$ cat config.mk
export PLATFORM = sky130hd
export DESIGN_NAME = ctrl_pipe_unit
export DESIGN_NICKNAME = d
export VERILOG_FILES = /design/src/rtl/ctrl_pipe_pkg.sv /design/src/rtl/ctrl_pipe_unit_decode.sv /design/src/rtl/ctrl_pipe_unit.sv
export SDC_FILE = /design/constraint.sdc
export NUM_CORES = 1
export LEC_CHECK = 0
export BUFFER_PORTS_ARGS = -buffer_cell sky130_fd_sc_hd__buf_2
export CAP_MARGIN = 40
export CORE_MARGIN = 2
export CORE_UTILIZATION = 45
export CTS_BUF_LIST = sky130_fd_sc_hd__clkbuf_4
export DETAILED_ROUTE_END_ITERATION = 7
export PLACE_DENSITY = 0.77
export SLEW_MARGIN = 20
export SYNTH_ARGS = -nofsm -noshare
export SYNTH_HDL_FRONTEND = slang
export SYNTH_SLANG_ARGS = --single-unit
export TNS_END_PERCENT = 100
$ cat constraint.sdc
create_clock -name clk_i -period 3.7 [get_ports clk_i]
set_input_delay 0.74 -clock clk_i [delete_from_list [all_inputs] [get_ports clk_i]]
set_output_delay 0.74 -clock clk_i [all_outputs]
set_load 0.1 [all_outputs]
$ cat src/rtl/ctrl_pipe_pkg.sv
// Shared opcodes, ALU operation encodings and the control bundle that rides
// through the ID/EX, EX/MEM and MEM/WB registers of the pipeline controller.
package ctrl_pipe_pkg;

  localparam logic [5:0] OP_RTYPE = 6'b000000;
  localparam logic [5:0] OP_ADDI  = 6'b001000;
  localparam logic [5:0] OP_LW    = 6'b100011;
  localparam logic [5:0] OP_SW    = 6'b101011;
  localparam logic [5:0] OP_BEQ   = 6'b000100;
  localparam logic [5:0] OP_J     = 6'b000010;
  localparam logic [5:0] OP_ANDI  = 6'b001100;
  localparam logic [5:0] OP_ORI   = 6'b001101;
  localparam logic [5:0] OP_SLTI  = 6'b001010;
  localparam logic [5:0] OP_LUI   = 6'b001111;

  // Destination tags are carried at this width; REG_AW must not exceed it.
  localparam int DST_W = 8;

  typedef enum logic [2:0] {
    ALU_ADD   = 3'b000,
    ALU_SUB   = 3'b001,
    ALU_FUNCT = 3'b011,
    ALU_AND   = 3'b100,
    ALU_OR    = 3'b101,
    ALU_SLT   = 3'b110,
    ALU_LUI   = 3'b111
  } alu_op_e;

  typedef struct packed {
    alu_op_e            alu_op;
    logic               alu_src;
    logic               reg_dst;
    logic               reg_write;
    logic               mem_to_reg;
    logic               mem_read;
    logic               mem_write;
    logic               illegal;
    logic [DST_W-1:0]   dst;
  } ctrl_bundle_t;

endpackage

$ cat src/rtl/ctrl_pipe_unit_decode.sv
// Combinational main decoder: opcode and register fields to a control bundle,
// plus the source-usage flags the load-use detector needs.
module ctrl_decode
  import ctrl_pipe_pkg::*;
#(
  parameter bit EXT_OPS = 1'b1,
  parameter int REG_AW  = 5
) (
  input  logic [5:0]        op_i,
  input  logic [REG_AW-1:0] rt_i,
  input  logic [REG_AW-1:0] rd_i,
  output ctrl_bundle_t      ctrl_o,
  output logic              uses_rs_o,
  output logic              uses_rt_o,
  output logic              is_beq_o,
  output logic              is_j_o
);

  // NOTE: every output gets a default before the case so no path leaves one
  // unassigned; that is what keeps this block free of latches.
  always_comb begin
    ctrl_o    = '0;
    uses_rs_o = 1'b0;
    uses_rt_o = 1'b0;
    is_beq_o  = 1'b0;
    is_j_o    = 1'b0;

    case (op_i)
      OP_RTYPE: begin
        ctrl_o.alu_op    = ALU_FUNCT;
        ctrl_o.reg_dst   = 1'b1;
        ctrl_o.reg_write = 1'b1;
        uses_rs_o        = 1'b1;
        uses_rt_o        = 1'b1;
      end
      OP_ADDI: begin
        ctrl_o.alu_src   = 1'b1;
        ctrl_o.reg_write = 1'b1;
        uses_rs_o        = 1'b1;
      end
      OP_LW: begin
        ctrl_o.alu_src    = 1'b1;
        ctrl_o.reg_write  = 1'b1;
        ctrl_o.mem_to_reg = 1'b1;
        ctrl_o.mem_read   = 1'b1;
        uses_rs_o         = 1'b1;
      end
      OP_SW: begin
        ctrl_o.alu_src   = 1'b1;
        ctrl_o.mem_write = 1'b1;
        uses_rs_o        = 1'b1;
        uses_rt_o        = 1'b1;
      end
      OP_BEQ: begin
        ctrl_o.alu_op = ALU_SUB;
        uses_rs_o     = 1'b1;
        uses_rt_o     = 1'b1;
        is_beq_o      = 1'b1;
      end
      OP_J: is_j_o = 1'b1;
      OP_ANDI, OP_ORI, OP_SLTI, OP_LUI: begin
        if (EXT_OPS) begin
          ctrl_o.alu_src   = 1'b1;
          ctrl_o.reg_write = 1'b1;
          uses_rs_o        = (op_i != OP_LUI);
          case (op_i)
            OP_ANDI: ctrl_o.alu_op = ALU_AND;
            OP_ORI:  ctrl_o.alu_op = ALU_OR;
            OP_SLTI: ctrl_o.alu_op = ALU_SLT;
            default: ctrl_o.alu_op = ALU_LUI;
          endcase
        end else begin
          ctrl_o.illegal = 1'b1;
        end
      end
      default: ctrl_o.illegal = 1'b1;
    endcase

    // A write to $0 is no write at all, so the tag and the enable both drop.
    if (ctrl_o.reg_write) begin
      ctrl_o.dst = ctrl_o.reg_dst ? DST_W'(rd_i) : DST_W'(rt_i);
      if (ctrl_o.dst == '0) ctrl_o.reg_write = 1'b0;
    end
  end

endmodule

$ cat src/rtl/ctrl_pipe_unit.sv
// Pipeline controller: decodes in ID, carries the control bundle through
// ID/EX, EX/MEM and MEM/WB, and inserts load-use bubbles.
module ctrl_pipe_unit
  import ctrl_pipe_pkg::*;
#(
  parameter bit EXT_OPS      = 1'b1,
  parameter int REG_AW       = 5,
  parameter bit LOAD_USE_DET = 1'b1
) (
  input  logic              clk_i,
  input  logic              rst_i,
  input  logic [5:0]        op_i,
  input  logic              valid_i,
  input  logic [REG_AW-1:0] id_rs_i,
  input  logic [REG_AW-1:0] id_rt_i,
  input  logic [REG_AW-1:0] id_rd_i,
  input  logic              flush_i,
  input  logic              hold_i,
  output logic              branch_o,
  output logic              jump_o,
  output logic              stall_o,
  output logic              pc_write_o,
  output logic              ifid_write_o,
  output logic [2:0]        ex_alu_op_o,
  output logic              ex_alu_src_o,
  output logic              ex_reg_dst_o,
  output logic [REG_AW-1:0] ex_dst_o,
  output logic              mem_read_o,
  output logic              mem_write_o,
  output logic              mem_reg_write_o,
  output logic [REG_AW-1:0] mem_dst_o,
  output logic              wb_reg_write_o,
  output logic              wb_mem_to_reg_o,
  output logic [REG_AW-1:0] wb_dst_o,
  output logic              illegal_o
);

  ctrl_bundle_t id_ctrl;
  logic         uses_rs, uses_rt, is_beq, is_j;
  logic         hazard;
  ctrl_bundle_t idex_d, idex_q, exmem_d, exmem_q, memwb_d, memwb_q;

  ctrl_decode #(
    .EXT_OPS (EXT_OPS),
    .REG_AW  (REG_AW)
  ) u_decode (
    .op_i      (op_i),
    .rt_i      (id_rt_i),
    .rd_i      (id_rd_i),
    .ctrl_o    (id_ctrl),
    .uses_rs_o (uses_rs),
    .uses_rt_o (uses_rt),
    .is_beq_o  (is_beq),
    .is_j_o    (is_j)
  );

  assign hazard = LOAD_USE_DET && valid_i && idex_q.mem_read && (idex_q.dst != '0) &&
                  ((uses_rs && (DST_W'(id_rs_i) == idex_q.dst)) ||
                   (uses_rt && (DST_W'(id_rt_i) == idex_q.dst)));

  // Flush and hold both outrank the stall; under hold the hazard is simply
  // re-evaluated once the pipeline moves again.
  assign stall_o      = hazard && !flush_i && !hold_i;
  assign pc_write_o   = !hold_i && !stall_o;
  assign ifid_write_o = pc_write_o;
  assign branch_o     = valid_i && is_beq && !hazard;
  assign jump_o       = valid_i && is_j && !hazard;

  always_comb begin
    idex_d  = idex_q;
    exmem_d = exmem_q;
    memwb_d = memwb_q;
    if (!hold_i) begin
      memwb_d = exmem_q;
      exmem_d = idex_q;
      idex_d  = (!valid_i || flush_i || stall_o) ? '0 : id_ctrl;
    end
  end

  // NOTE: state registers use non-blocking assignments so every stage samples
  // its predecessor's pre-edge value, giving a true shift.
  always_ff @(posedge clk_i) begin
    if (rst_i) begin
      idex_q  <= '0;
      exmem_q <= '0;
      memwb_q <= '0;
    end else begin
      idex_q  <= idex_d;
      exmem_q <= exmem_d;
      memwb_q <= memwb_d;
    end
  end

  assign ex_alu_op_o     = idex_q.alu_op;
  assign ex_alu_src_o    = idex_q.alu_src;
  assign ex_reg_dst_o    = idex_q.reg_dst;
  assign ex_dst_o        = idex_q.dst[REG_AW-1:0];
  assign illegal_o       = idex_q.illegal;
  assign mem_read_o      = exmem_q.mem_read;
  assign mem_write_o     = exmem_q.mem_write;
  assign mem_reg_write_o = exmem_q.reg_write;
  assign mem_dst_o       = exmem_q.dst[REG_AW-1:0];
  assign wb_reg_write_o  = memwb_q.reg_write;
  assign wb_mem_to_reg_o = memwb_q.mem_to_reg;
  assign wb_dst_o        = memwb_q.dst[REG_AW-1:0];

  // Later stages carry the full bundle; the fields they do not expose are
  // trimmed by synthesis.
  logic unused_bits;
  assign unused_bits = ^{exmem_q, memwb_q, idex_q.mem_to_reg, idex_q.mem_write,
                         idex_q.reg_write};

endmodule

==> flow_summary.toml <==
[logic_synthesis]
synthCells = 199
synth_area_per_cell_um2 = 8.44
synth_common_cells = "dfxtp_1, nand2_1, nor2_1"
async_flop_share = 0
synthAdderAreaFrac = 0
synth_area_um2 = 1680
synth_compound_area_frac = 0.146
yosysTopAreaCell = "dfxtp_1"
synth_simple_gate_area_share = 0.235
synth_xor_area_frac = 0.0626
synth.area.top_cells = "dfxtp_1, mux2i_1, nand2_1"
synth_edf_count = 0
muxShareOfSynthArea = 0.123
synth-seq-area-share = 0.346
synth-warning-count = 0
yosysUniqueCellTypes = 40
synthFlopType = "dfxtp_1"
syn_nets = 225
synth_top_family_by_area = "simple AND/OR/NAND/NOR gates"
ys_ff_latch = 29
synth_most_common_cell = "dfxtp_1"
synth_top_area_frac = 0.346

[place]
place_inst = 286
port_buffers = 56
dp_hpwl_um = 2770
gp_congestion = 0.871

[detailed_routing]
ant_nets = 0
drt_first_pass_iters = 4
route.detailed.drc = 0
wl_per_cell_um = 12.4
drt_wl_total_um = 3650
vias = 1502
vias_per_cell = 5.11
drt_iter0_markers = 92

[timing]
fmax_mhz = 289
finalMaxSlewViolations = 0
fin_skew_ps = 3.97
slew_headroom = 0.647
setup_viol = 0
min_period_ps = 3460
hold_viol = 0
tightest_slew_ps = 530
finalCritPeriodShare = 0.936
rsz0062_at_grt = "no"

[cts]
cts_buffers = 5
clock_latency_ps = 330
path_clk_slew_ps = 90
post_cts_buffers = 0
ctsResizeCount = 0
cts_buffer_depth = 2
cts_tree = "yes"
cts_root_buffer = "clkbuf_4"
clock_sinks = 29
h-tree-depth = 2
cts_hold_buf = 0

[final_layout]
layout.cells.non_filler = 294
post-route-util = 0.548
final_nets = 271
drive_above_1_share = 0.370
antennaDiodeCount = 0
area_delta_synth_final_pct = 18.6

[die]
io_pins = 57
die_h_um = 65.1
die_w_um = 65.1
rows = 22
coreArea_um2 = 3630
die_area_um2 = 4240
start_util = 0.462

[worst_setup_path]
crit_required_ps = 2960
endpoint_kind = "primary output"
cp_max_fo = 10
cp-start-kind = "register"
crit_arrival_ps = 2720
worst-setup-path-type = "reg2out"

[power]
ir_drop_v = 0.000128
pwr_density_cell_nw_per_um2 = 299
p_leak_nw = 0.922

[global_routing]
gr-usage-all-layers = 0.184
grt_pass1_vias = 1319
antenna_found_initial = 0
grt_max_degree = 21
globalRoute.totalOverflow = 0
grt_pass1_wl_um = 6090

[run]
maxCapViolations = 0

[min_path]
hold_path.class = "reg2reg"

[run_status]
status = "completed"
## report_power, final
group / internal (mW) / switching (mW) / total (mW)
clock: 0.0715 / 0.115 / 0.186
combinational: 0.0339 / 0.0620 / 0.0959
sequential: 0.313 / 0.00110 / 0.314
total: 0.418 / 0.178 / 0.596
## cell families (layout without fill, tap and decap cells)
kind of cell	count (synthesis)	in the layout
DFF	29	29
muxes	20	20
AOI/OAI and AO/OA	32	32
and+or+nand+nor	82	82
buffers and inverters	24	71
xor gates and xnor gates	12	12
## path summary, 6_finish.rpt
path                       start  slack, ps  depth (start not counted)             end
setup / recovery     ex_dst_o[1]        240                          6          jump_o
hold / removal    ex_alu_op_o[2]        460                          2  ex_alu_op_o[2]
setup reg to reg     ex_dst_o[1]       1500                          6    ex_reg_dst_o
hold reg to reg   ex_alu_op_o[2]        460                          2  ex_alu_op_o[2]
## worst max-delay path, stage by stage, from the launching register on
cell	delay, ps
dfxtp_1	400
or4_1	560
o2111ai_2	250
nor3_1	90
a32o_2	370
nor4_4	270
buf_2	460
## layout by cell type, fill, tap and decap left out, drive strengths merged, types with 2 or more instances in the layout
cell,netlist,final
o21ai,17,17
nand3,11,11
xor2,7,7
mux2,5,5
nor4,3,3
nor3,7,7
a211o,2,2
or2,2,2
o32a,2,2
mux2i,15,15
nand2b,2,2
nand2,25,25
clkbuf,6,5
dfxtp,29,29
o2111ai,2,2
inv,5,5
nor2,24,24
clkinv,0,2
buf,13,58
a21oi,5,5
nor2b,2,2
a32o,2,2
xnor2,5,5
## registers in the layout, indices dropped and copies added, names as in the netlist
signal and flops:
ex_dst_o 5, mem_dst_o 5, wb_dst_o 5, ex_alu_op_o 3
idex_q 3, ex_alu_src_o 1, ex_reg_dst_o 1, exmem_q 1
illegal_o 1, mem_reg_write_o 1, mem_write_o 1, wb_mem_to_reg_o 1
wb_reg_write_o 1
## layout make-up
cell class,instances,area (µm²)
clock buffers,5,37.5
clock inverters,3,17.5
fillers,371,1640
inverters,5,18.8
multi-input cells,146,981
flip-flops and latches,29,581
well taps,48,60.1
repair buffers,58,295
## per-stage QoR
step	hold WS, ps	total power, mW	cell area, µm²	setup WS, ps	TNS (ps)
after floorplan	426	0.393	1710	-27.9	-27.9
after global placement	433	0.416	1930	387	0
after detailed placement	439	0.417	1940	364	0
after CTS	460	0.604	1990	221	0
after global routing	480	0.624	1990	129	0
final	458	0.596	1990	237	0
## layer usage
metal  global-route usage  wire [µm]
met3               0.0451        211
met1                0.247       1710
met2                0.290       1680
met4               0.0625         54
met5                    0          0
Power figures use the tool's default switching activity.
